`src/rtl/ex_mem_latch.sv`:
```
// ex_mem_latch
// Pipeline register between the EX and MEM stages.
// Captures the ALU result, store data, destination register and the
// memory/writeback controls. Honours flush, stall and halt. Blocks misaligned
// accesses before they reach data memory. Provides a forwarding tap and a
// saturating retired-instruction counter for the debug unit.
//
// Ports:
//   i_clk, i_reset      clock, synchronous active-high reset
//   i_stall, i_flush    hold contents / load a bubble (flush wins)
//   i_valid, i_halt     EX slot holds a real instruction / it is HALT
//   i_alu_result        effective address or ALU result
//   i_store_data        store data (rt)
//   i_rd_addr           destination register
//   i_reg_write, i_mem_to_reg, i_mem_read, i_mem_write, i_BHW  controls
//   o_valid .. o_mem_to_reg  registered copies for the MEM stage
//   o_fwd_en            forwarding tap for the EX-stage bypass mux
//   o_misalign          one-cycle pulse: slot holds a blocked access
//   o_misalign_addr     address of the first blocked access since reset
//   o_halted            sticky: HALT reached MEM
//   o_instr_count       saturating retired-instruction count
module ex_mem_latch #(
  parameter int NB_WIDTH = 32,
  parameter int NB_REG   = 5,
  parameter int NB_CNT   = 32
) (
  input  logic                i_clk,
  input  logic                i_reset,
  input  logic                i_stall,
  input  logic                i_flush,
  input  logic                i_valid,
  input  logic [NB_WIDTH-1:0] i_alu_result,
  input  logic [NB_WIDTH-1:0] i_store_data,
  input  logic [NB_REG-1:0]   i_rd_addr,
  input  logic                i_reg_write,
  input  logic                i_mem_to_reg,
  input  logic                i_mem_read,
  input  logic                i_mem_write,
  input  logic [2:0]          i_BHW,
  input  logic                i_halt,
  output logic                o_valid,
  output logic [NB_WIDTH-1:0] o_mem_addr,
  output logic [NB_WIDTH-1:0] o_mem_data,
  output logic                o_mem_read,
  output logic                o_mem_write,
  output logic [2:0]          o_BHW,
  output logic [NB_REG-1:0]   o_rd_addr,
  output logic                o_reg_write,
  output logic                o_mem_to_reg,
  output logic                o_fwd_en,
  output logic                o_misalign,
  output logic [NB_WIDTH-1:0] o_misalign_addr,
  output logic                o_halted,
  output logic [NB_CNT-1:0]   o_instr_count
);

  localparam logic [NB_CNT-1:0] CNT_MAX = {NB_CNT{1'b1}};
  localparam logic [NB_CNT-1:0] CNT_ONE = {{(NB_CNT-1){1'b0}}, 1'b1};

  // Byte codes never fault; halfword needs addr[0]=0; word and any
  // undefined code need addr[1:0]=0.
  function automatic logic is_misaligned(input logic [2:0] bhw,
                                         input logic [1:0] addr_lo);
    logic fault;
    case (bhw)
      3'b000, 3'b100: fault = 1'b0;
      3'b001, 3'b101: fault = addr_lo[0];
      default:        fault = |addr_lo;
    endcase
    return fault;
  endfunction

  logic                valid_r,         valid_nxt_s;
  logic [NB_WIDTH-1:0] addr_r,          addr_nxt_s;
  logic [NB_WIDTH-1:0] data_r,          data_nxt_s;
  logic                mem_read_r,      mem_read_nxt_s;
  logic                mem_write_r,     mem_write_nxt_s;
  logic [2:0]          bhw_r,           bhw_nxt_s;
  logic [NB_REG-1:0]   rd_r,            rd_nxt_s;
  logic                reg_write_r,     reg_write_nxt_s;
  logic                mem_to_reg_r,    mem_to_reg_nxt_s;
  logic                fwd_en_r,        fwd_en_nxt_s;
  logic                misalign_r,      misalign_nxt_s;
  logic [NB_WIDTH-1:0] misalign_addr_r, misalign_addr_nxt_s;
  logic                misalign_seen_r, misalign_seen_nxt_s;
  logic                halted_r,        halted_nxt_s;
  logic [NB_CNT-1:0]   count_r,         count_nxt_s;

  logic                bubble_s;
  logic                fault_s;

  // Next-state selection: flush > stall > load; invalid or post-halt loads become bubbles.
  always_comb begin
    valid_nxt_s         = valid_r;
    addr_nxt_s          = addr_r;
    data_nxt_s          = data_r;
    mem_read_nxt_s      = mem_read_r;
    mem_write_nxt_s     = mem_write_r;
    bhw_nxt_s           = bhw_r;
    rd_nxt_s            = rd_r;
    reg_write_nxt_s     = reg_write_r;
    mem_to_reg_nxt_s    = mem_to_reg_r;
    misalign_nxt_s      = misalign_r;
    misalign_addr_nxt_s = misalign_addr_r;
    misalign_seen_nxt_s = misalign_seen_r;
    halted_nxt_s        = halted_r;
    count_nxt_s         = count_r;

    bubble_s = i_flush | (~i_stall & (~i_valid | halted_r));
    fault_s  = (i_mem_read | i_mem_write) & is_misaligned(i_BHW, i_alu_result[1:0]);

    if (bubble_s) begin
      // Bubble: kill controls, keep data fields and BHW frozen.
      valid_nxt_s      = 1'b0;
      mem_read_nxt_s   = 1'b0;
      mem_write_nxt_s  = 1'b0;
      reg_write_nxt_s  = 1'b0;
      mem_to_reg_nxt_s = 1'b0;
      misalign_nxt_s   = 1'b0;
    end else if (!i_stall) begin
      valid_nxt_s      = 1'b1;
      addr_nxt_s       = i_alu_result;
      data_nxt_s       = i_store_data;
      bhw_nxt_s        = i_BHW;
      rd_nxt_s         = i_rd_addr;
      mem_to_reg_nxt_s = i_mem_to_reg;
      misalign_nxt_s   = fault_s;
      // A blocked access stays valid but cannot touch memory or the register file.
      mem_read_nxt_s   = i_mem_read  & ~fault_s;
      mem_write_nxt_s  = i_mem_write & ~fault_s;
      reg_write_nxt_s  = i_reg_write & ~fault_s;
      if (i_halt) begin
        halted_nxt_s = 1'b1;
      end else begin
        halted_nxt_s = halted_r;
      end
      if (fault_s && !misalign_seen_r) begin
        misalign_addr_nxt_s = i_alu_result;
        misalign_seen_nxt_s = 1'b1;
      end else begin
        misalign_addr_nxt_s = misalign_addr_r;
      end
      if (!fault_s && (count_r != CNT_MAX)) begin
        count_nxt_s = count_r + CNT_ONE;
      end else begin
        count_nxt_s = count_r;
      end
    end else begin
      // Stall: everything holds, including the misalign pulse.
      count_nxt_s = count_r;
    end

    fwd_en_nxt_s = valid_nxt_s & reg_write_nxt_s & ~mem_to_reg_nxt_s &
                   (rd_nxt_s != {NB_REG{1'b0}});
  end

  // State register with synchronous reset.
  always_ff @(posedge i_clk) begin
    if (i_reset) begin
      valid_r         <= 1'b0;
      addr_r          <= {NB_WIDTH{1'b0}};
      data_r          <= {NB_WIDTH{1'b0}};
      mem_read_r      <= 1'b0;
      mem_write_r     <= 1'b0;
      bhw_r           <= 3'b000;
      rd_r            <= {NB_REG{1'b0}};
      reg_write_r     <= 1'b0;
      mem_to_reg_r    <= 1'b0;
      fwd_en_r        <= 1'b0;
      misalign_r      <= 1'b0;
      misalign_addr_r <= {NB_WIDTH{1'b0}};
      misalign_seen_r <= 1'b0;
      halted_r        <= 1'b0;
      count_r         <= {NB_CNT{1'b0}};
    end else begin
      valid_r         <= valid_nxt_s;
      addr_r          <= addr_nxt_s;
      data_r          <= data_nxt_s;
      mem_read_r      <= mem_read_nxt_s;
      mem_write_r     <= mem_write_nxt_s;
      bhw_r           <= bhw_nxt_s;
      rd_r            <= rd_nxt_s;
      reg_write_r     <= reg_write_nxt_s;
      mem_to_reg_r    <= mem_to_reg_nxt_s;
      fwd_en_r        <= fwd_en_nxt_s;
      misalign_r      <= misalign_nxt_s;
      misalign_addr_r <= misalign_addr_nxt_s;
      misalign_seen_r <= misalign_seen_nxt_s;
      halted_r        <= halted_nxt_s;
      count_r         <= count_nxt_s;
    end
  end

  assign o_valid         = valid_r;
  assign o_mem_addr      = addr_r;
  assign o_mem_data      = data_r;
  assign o_mem_read      = mem_read_r;
  assign o_mem_write     = mem_write_r;
  assign o_BHW           = bhw_r;
  assign o_rd_addr       = rd_r;
  assign o_reg_write     = reg_write_r;
  assign o_mem_to_reg    = mem_to_reg_r;
  assign o_fwd_en        = fwd_en_r;
  assign o_misalign      = misalign_r;
  assign o_misalign_addr = misalign_addr_r;
  assign o_halted        = halted_r;
  assign o_instr_count   = count_r;

endmodule

```
`config.mk`:
```
export PLATFORM = sky130hd
export DESIGN_NAME = ex_mem_latch
export DESIGN_NICKNAME = d
export VERILOG_FILES = /design/src/rtl/ex_mem_latch.sv
export SDC_FILE = /design/constraint.sdc
export NUM_CORES = 1
export LEC_CHECK = 0
export BUFFER_PORTS_ARGS = -buffer_cell sky130_fd_sc_hd__buf_2
export CAP_MARGIN = 25
export CORE_ASPECT_RATIO = 1.1
export CORE_MARGIN = 3
export CORE_UTILIZATION = 43
export CTS_CLUSTER_SIZE = 20
export DETAILED_ROUTE_END_ITERATION = 8
export GPL_ROUTABILITY_DRIVEN = 0
export GPL_TIMING_DRIVEN = 0
export PLACE_DENSITY = 0.83
export SYNTH_ARGS = -nofsm -noshare
export SYNTH_HDL_FRONTEND = slang
export SYNTH_SLANG_ARGS = --single-unit
```
`constraint.sdc`:
```
create_clock -name i_clk -period 1.8 [get_ports i_clk]
set_clock_uncertainty 0.05 [all_clocks]
set_input_delay 0.18 -clock i_clk [delete_from_list [all_inputs] [get_ports i_clk]]
set_output_delay 0.18 -clock i_clk [all_outputs]
set_load 0.05 [all_outputs]
```
==> run summary, run 1 <==
==========================================================================================
Register-to-register setup slack                                                  -0.32 ns
Die extent in x                                                                     114 um
Main flop type after synthesis                                                     dfxtp_1
Detailed-route DRC error count                                                           0
Syn Area/Cell                                                                   7.98 sq um
Final Critical Period                                                              2.12 ns
Failing checks                                                                setup timing
All-layer global routing usage                                                       0.286
Relative slew slack                                                                  0.491
Max-slew violation total from the final report                                           0
Post-Syn Nets                                                                          780
Wire length of the first global-routing pass                                      32600 um
Grt total ovfl                                                                           0
Number of inserted filler cells in the final layout                                    681
Initial antenna violation count                                                          3
Standard cell core area                                                        12300 sq um
Non-filler cells, final                                                               1263
Most common cell after layout, fill and taps aside                                   buf_2
Cell count after synthesis                                                             697
Buffers & Inverters on Critical Path                                                     0
Worst min path class                                                          primary input to flop
Count of yosys warnings during synthesis                                                 0
Critical path data arrival time                                                    2.41 ns
Root Buffer                                                                      clkbuf_16
Sequence of cells on the critical path                                        or4b_4 > nor3_2 > nand4_1 > or3_1 > a21oi_1
Largest stage delay on the critical path                                           0.55 ns
WL final                                                                          25500 um
Height of the chip                                                                  125 um
Number of synthesized flops with an enable pin                                           0
Share of synthesized flip-flops with an asynchronous set or reset                        0
Unrepaired setup endpoints after global routing                                       true
Placed cell count                                                                     1076
Parity-gate share of the synthesized area counting xor and xnor cells              0.00473
Post-DR wirelength/cell                                                            20.2 um
Final cycle utilization of the critical path                                          1.18
Maximum root-to-sink buffer count                                                        2
Slew at the pin with the worst max-slew slack                                     0.763 ns
Peak fanout along the critical path                                                      5
Critical path class                                                           flop to flop
Initial Utilization                                                                  0.450
Adder-Cell Fraction of Synth Area                                                  0.00225
Synthesized flop and latch total                                                       145
Post-synthesis share of cell area spent on and, or, nand and nor gates               0.269
Required arrival time at the worst endpoint                                        2.09 ns
Fraction of final layout cells with drive strength greater than 1                    0.466
Sequential area share after synthesis                                                0.522
Final hold vios                                                                          0
Count of nets left with antenna violations after detail routing                          0
Clock edge transition at the registers on the reported setup and hold paths        0.06 ns
Count of unique library cells instantiated by Yosys                                     40
Worst-case vdd ir drop                                                          0.000740 V
Standard-cell row count                                                                 42
DRT Pass-1 Iters                                                                         8
Pin count of the biggest net entering global routing                                    17
Post-detailed-route via-to-cell ratio                                                 5.65
Final setup viols                                                                       63
Final net count                                                                       1177
Area of the multi-input gates                                                   3210 sq um
Most frequent cells in the layout                                             228 x buf_2, 190 x nand2_1, 112 x dfxtp_1
Ratio of total power to cell area                                              806 nW/um^2
Top-level port count                                                                   226
Final Cell Area                                                                10000 sq um
Die Footprint                                                                  14300 sq um
Layout overhead on the synthesized area                                              80.4%
Number of max-capacitance violations reported                                            0
Delay-heaviest family, CP                                                     simple AND/OR/NAND/NOR gates
Count of input and output buffers                                                      225
Dpl cell area                                                                   7090 sq um
Hpwl dp                                                                           12800 um
Static leakage                                                                     4.26 nW
Clock tree from TritonCTS                                                             done
Status                                                                        finished with violations
Cell type of the slowest stage on the worst timing path                             or4b_4
Multiplexer share of the synthesized area                                          0.00585
Clock sink total                                                                       145
Critical path launch point type                                                       flop
DR vias                                                                               7130
Critical Path End Type                                                                flop
Design Power                                                                       8.08 mW
Combinational family with the most area after synthesis                       simple AND/OR/NAND/NOR gates
Via count of the first global-routing pass                                            6618
Num CTS Buffers                                                                         17
Clock latency of the later-clocked register in the worst-skew pair                 0.43 ns
Post-synthesis cell area                                                        5560 sq um
Maximum level of the CTS H-tree                                                          4
Post-synthesis compound-gate area fraction                                           0.163
Sequential cell area                                                            3020 sq um
Timing-limited maximum frequency                                                   471 MHz
Violation count after the first detailed-routing iteration                             704
Min setup slack post-route                                                       -0.323 ns
==========================================================================================
where the power goes:
part | leakage (nW) | internal, mW | total, mW | switching, mW
logic | 2.74 | 0.370 | 0.994 | 0.624
registers | 1.20 | 3.24 | 3.29 | 0.0474
clock network | 0.321 | 2.43 | 3.80 | 1.37
stage by stage:
| step | hold WS, ns | TNS (ns) | utilization | worst slack, ns |
|---|---|---|---|---|
| 5_1_grt | 0.0501 | -9.87 | 0.812 | -0.336 |
| 6_report | 0.0324 | -7.89 | 0.812 | -0.323 |
| 3_5_place_dp | 0.371 | -49.53 | 0.574 | -0.595 |
| 4_1_cts | 0.0127 | -4.13 | 0.732 | -0.126 |
| 3_3_place_gp | 0.354 | -47.15 | 0.574 | -0.547 |
| 2_1_floorplan | 0.266 | -2.68 | - | -0.103 |
cell usage after synthesis (2+ instances only):
| master | n | area, sq um |
|---|---|---|
| nand4_1 | 13 | 81.3 |
| a31oi_1 | 2 | 12.5 |
| o31ai_1 | 10 | 75.1 |
| buf_1 | 6 | 22.5 |
| dfxtp_1 | 145 | 2900 |
| or2_2 | 2 | 12.5 |
| mux2_2 | 2 | 22.5 |
| and4_1 | 3 | 26.3 |
| buf_2 | 5 | 25.0 |
| clkbuf_1 | 32 | 120 |
| nor2_1 | 15 | 56.3 |
| a21oi_1 | 136 | 681 |
| or4_1 | 13 | 97.6 |
| nor4_1 | 3 | 18.8 |
| inv_1 | 4 | 15.0 |
| and2_1 | 3 | 18.8 |
| and3_1 | 4 | 25.0 |
| or3_1 | 15 | 93.8 |
| nor2b_1 | 4 | 25.0 |
| nand3_1 | 14 | 70.1 |
| nand3b_1 | 4 | 30.0 |
| xor2_1 | 2 | 17.5 |
| nand2_1 | 223 | 837 |
| o21ai_0 | 17 | 85.1 |
| nor3_1 | 5 | 25.0 |
metal layers:
layer,part of all wire,GRT usage,vias to the layer above
met2,0.51,0.499,479
met4,0.048,0.148,0
met1,0.36,0.318,3343
li1,-,-,3197
met3,0.080,0.0701,111
met5,0,0,-
worst min-delay path, stage by stage:
cell and delay, ns:
buf_2 0.15, nand2_1 0.07, a21oi_1 0.05
cells by family (layout without fill, tap and decap cells):
kind of cell               after synthesis  after routing
xor gates and xnor gates                 3              3
and+or+nand+nor                        327            327
adders and majority gates                1              1
DFF                                    145            145
AOI/OAI and AO/OA                      171            173
buffers and inverters                   47            454
muxes                                    3              3
other                                    0              3
what timing repair did:
item,4_1_cts,5_1_grt
gates resized for setup,58,175
setup buffers,35,38
hold buffers,75,0
pin swaps,24,66
endpoints found under the hold margin,105,0
gates cloned,3,5
endpoints found under the setup margin,139,133
layout make-up:
type / instances / area share
inverters: 4 / 0.00150
repair buffers: 378 / 0.259
flip-flops and latches: 145 / 0.301
clock inverters: 6 / 0.00873
diodes: 3 / 0.000749
plain buffers: 41 / 0.0346
clock buffers: 25 / 0.0558
well taps: 154 / 0.0192
multi-input cells: 507 / 0.320
final timing paths:
kind                   start                  to  cells past startpoint
max                 o_halted   o_instr_count[22]                      5
min          i_alu_result[0]  o_misalign_addr[0]                      3
max reg2reg         o_halted   o_instr_count[22]                      5
min reg2reg    o_mem_addr[1]       o_mem_addr[1]                      2
Note: power is estimated with default switching activity, not from simulation.
==> inputs of run 2 (changes only) <==
- CORE_UTILIZATION: 43 -> 39
- PLACE_DENSITY: 0.83 -> 0.77
==> run 2 against run 1 <==
Cell count up 1.0%. Worst setup slack improved by 0.14 ns. Highest routed layer unchanged. Critical path type unchanged. Largest cell class unchanged. Critical endpoint unchanged. The run still ends with setup timing left. Fmax rose by 7.0%.
==> run summary, run 2 (synthesized netlist as in run 1, its figures left out) <==
==========================================================================================
Worst-case vdd ir drop                                                          0.000579 V   -22%
RR Endpoint                                                                   o_instr_count[22]
Critical path data arrival time                                                    2.27 ns   -0.14 ns
Fraction of final layout cells with drive strength greater than 1                    0.460   -0.00608
Standard-cell row count                                                                 45   +7.1%
Hpwl dp                                                                           13200 um   +3.5%
DP Worst Slack                                                                   -0.573 ns   +0.0217 ns
ANT cells                                                                                0   -3
Reg-to-Reg Start                                                                  o_halted
Status                                                                        finished with violations
Initial Utilization                                                                  0.401   -0.0488
Slew at the pin with the worst max-slew slack                                     0.738 ns   -0.0251 ns
Unrepaired setup endpoints after global routing                                       true
Die Footprint                                                                  15700 sq um   +9.7%
Clock latency of the later-clocked register in the worst-skew pair                 0.42 ns   about the same
Net switching component of the power                                               2.14 mW   +5.1%
Final setup viols                                                                       61   -3.2%
Relative slew slack                                                                  0.508   +0.0168
Violation count after the first detailed-routing iteration                             458   -35%
Via count of the first global-routing pass                                            6434   -2.8%
Register-to-Register Path Depth                                                          5   unchanged
Count of nets left with antenna violations after detail routing                          0   unchanged
Clock network fraction of total power                                                0.457   -0.013
Share of power burned in registers                                                   0.417   +0.010
Static leakage                                                                     4.11 nW   -3.5%
Standard cell core area                                                        13900 sq um   +12%
Die extent in x                                                                     120 um   +4.7%
Required arrival time at the worst endpoint                                        2.09 ns   about the same
Design internal power                                                              5.75 mW   -4.9%
Post-detailed-route via-to-cell ratio                                                 5.46   -3.3%
Post-DR wirelength/cell                                                            18.4 um   -8.9%
Final cycle utilization of the critical path                                          1.10   -0.0774
Ratio of total power to cell area                                              803 nW/um^2   -0.32%
Max-slew violation total from the final report                                           0   unchanged
Maximum level of the CTS H-tree                                                          4   unchanged
Critical path endpoint                                                        o_instr_count[22]
Number of max-capacitance violations reported                                            0   unchanged
Count of input and output buffers                                                      225   unchanged
Worst min-delay path startpoint                                                i_reg_write
Top-level port count                                                                   226   unchanged
Design Power                                                                       7.89 mW   -2.4%
Worst min path class                                                          primary input to flop
Start point of the critical path                                                  o_halted
Peak fanout along the critical path                                                      5   unchanged
Num CTS Buffers                                                                         17   unchanged
Timing-limited maximum frequency                                                   504 MHz   +7.0%
Register-to-register setup slack                                                  -0.18 ns   +0.14 ns
WL final                                                                          23500 um   -7.9%
Clock sink total                                                                       145   unchanged
Critical path launch point type                                                       flop
Most frequent cells in the layout                                             237 x buf_2, 177 x nand2_1, 112 x dfxtp_1
Min setup slack post-route                                                       -0.184 ns   +0.139 ns
Failing checks                                                                setup timing
Clock tree from TritonCTS                                                             done
Root Buffer                                                                      clkbuf_16
Critical Path End Type                                                                flop
Grt total ovfl                                                                           0   unchanged
Final hold vios                                                                          0   unchanged
Final Critical Period                                                              1.98 ns   -0.139 ns
DR vias                                                                               6963   -2.3%
Clock edge transition at the registers on the reported setup and hold paths        0.06 ns   about the same
Most common cell after layout, fill and taps aside                                   buf_2
Combinational group share of total power                                             0.126   +0.003
Initial antenna violation count                                                          0   -3
Detailed-route DRC error count                                                           0   unchanged
Maximum root-to-sink buffer count                                                        2   unchanged
Height of the chip                                                                  131 um   +4.8%
Final net count                                                                       1158   -1.6%
Wire length of the first global-routing pass                                      32700 um   +0.36%
Critical path class                                                           flop to flop
Switching part of the total                                                          0.271   +0.0194
Pin count of the biggest net entering global routing                                    17   unchanged
DRT Pass-1 Iters                                                                         7   -1
Layout overhead on the synthesized area                                              76.7%
All-layer global routing usage                                                       0.260   -0.0266
==========================================================================================
## run 2: cell types whose count changed in the layout (fill, tap and decap cells not counted), sizes merged
cell and delta:
buf -22, dlygate4sd3 +2, clkinv +4, clkbuf -7
inv +4, nand3 +1, diode -3
## run 2: power by group through the flow
stage          clock network, mW  registers (mW)  logic [mW]
2_1_floorplan                  0            3.61       0.209
3_3_place_gp                   0            3.36       0.725
3_5_place_dp                   0            3.36       0.729
4_1_cts                     3.62            3.29       0.921
5_1_grt                     3.76            3.30        1.05
6_report                    3.61            3.29       0.993
## run 2: final cells by class
type	count	area [sq um]
plain buffers	42	313
clock inverters	14	151
clock buffers	18	450
multi-input cells	508	3180
well taps	188	235
flip-flops and latches	145	3020
fillers	1000	4030
repair buffers	357	2470
inverters	4	15.0
## run 2: layer usage
metal	global-route usage	vias to the layer above	wire length (um)
met4	0.122	0	879
met1	0.292	3294	8530
met5	0	-	0
li1	-	3179	-
met3	0.0611	81	1880
met2	0.461	409	12200
## run 2: how the worst min path moves through the flow
stage	endpoint	slack (ns)	cells after the start
global route	o_reg_write	0.01	3
detailed placement	o_halted	0.36	3
global placement	o_halted	0.36	3
floorplan	o_misalign_addr[10]	0.27	2
CTS	o_reg_write	0.004	3
finish	o_reg_write	0.02	3
## run 2: repair_timing
item,4_1_cts,5_1_grt
hold endpoints to repair,107,0
setup endpoints to repair,139,127
pin swaps,43,67
buffers inserted,23,23
gates resized for setup,82,134
gates cloned,6,6
hold buffers,77,0
## run 2: stage by stage
step                       util  instances  setup TNS [ns]  hold slack [ns]  instance area [sq um]
final                     0.709       1276           -5.65           0.0248                   9820
after CTS                 0.655       1247           -4.33          0.00449                   9070
after global placement    0.515       1110          -53.15            0.355                   7130
after global routing      0.709       1276           -8.50           0.0140                   9820
after floorplan               -        697           -2.68            0.266                   5770
after detailed placement  0.515       1110          -52.61            0.364                   7130
## run 2: critical path, stage by stage, from the launching register on
cell and delay [ns]:
dfxtp_4 0.36, or4b_4 0.53, nor3_2 0.21, nand4_1 0.24, or3_1 0.37, a21oi_1 0.14
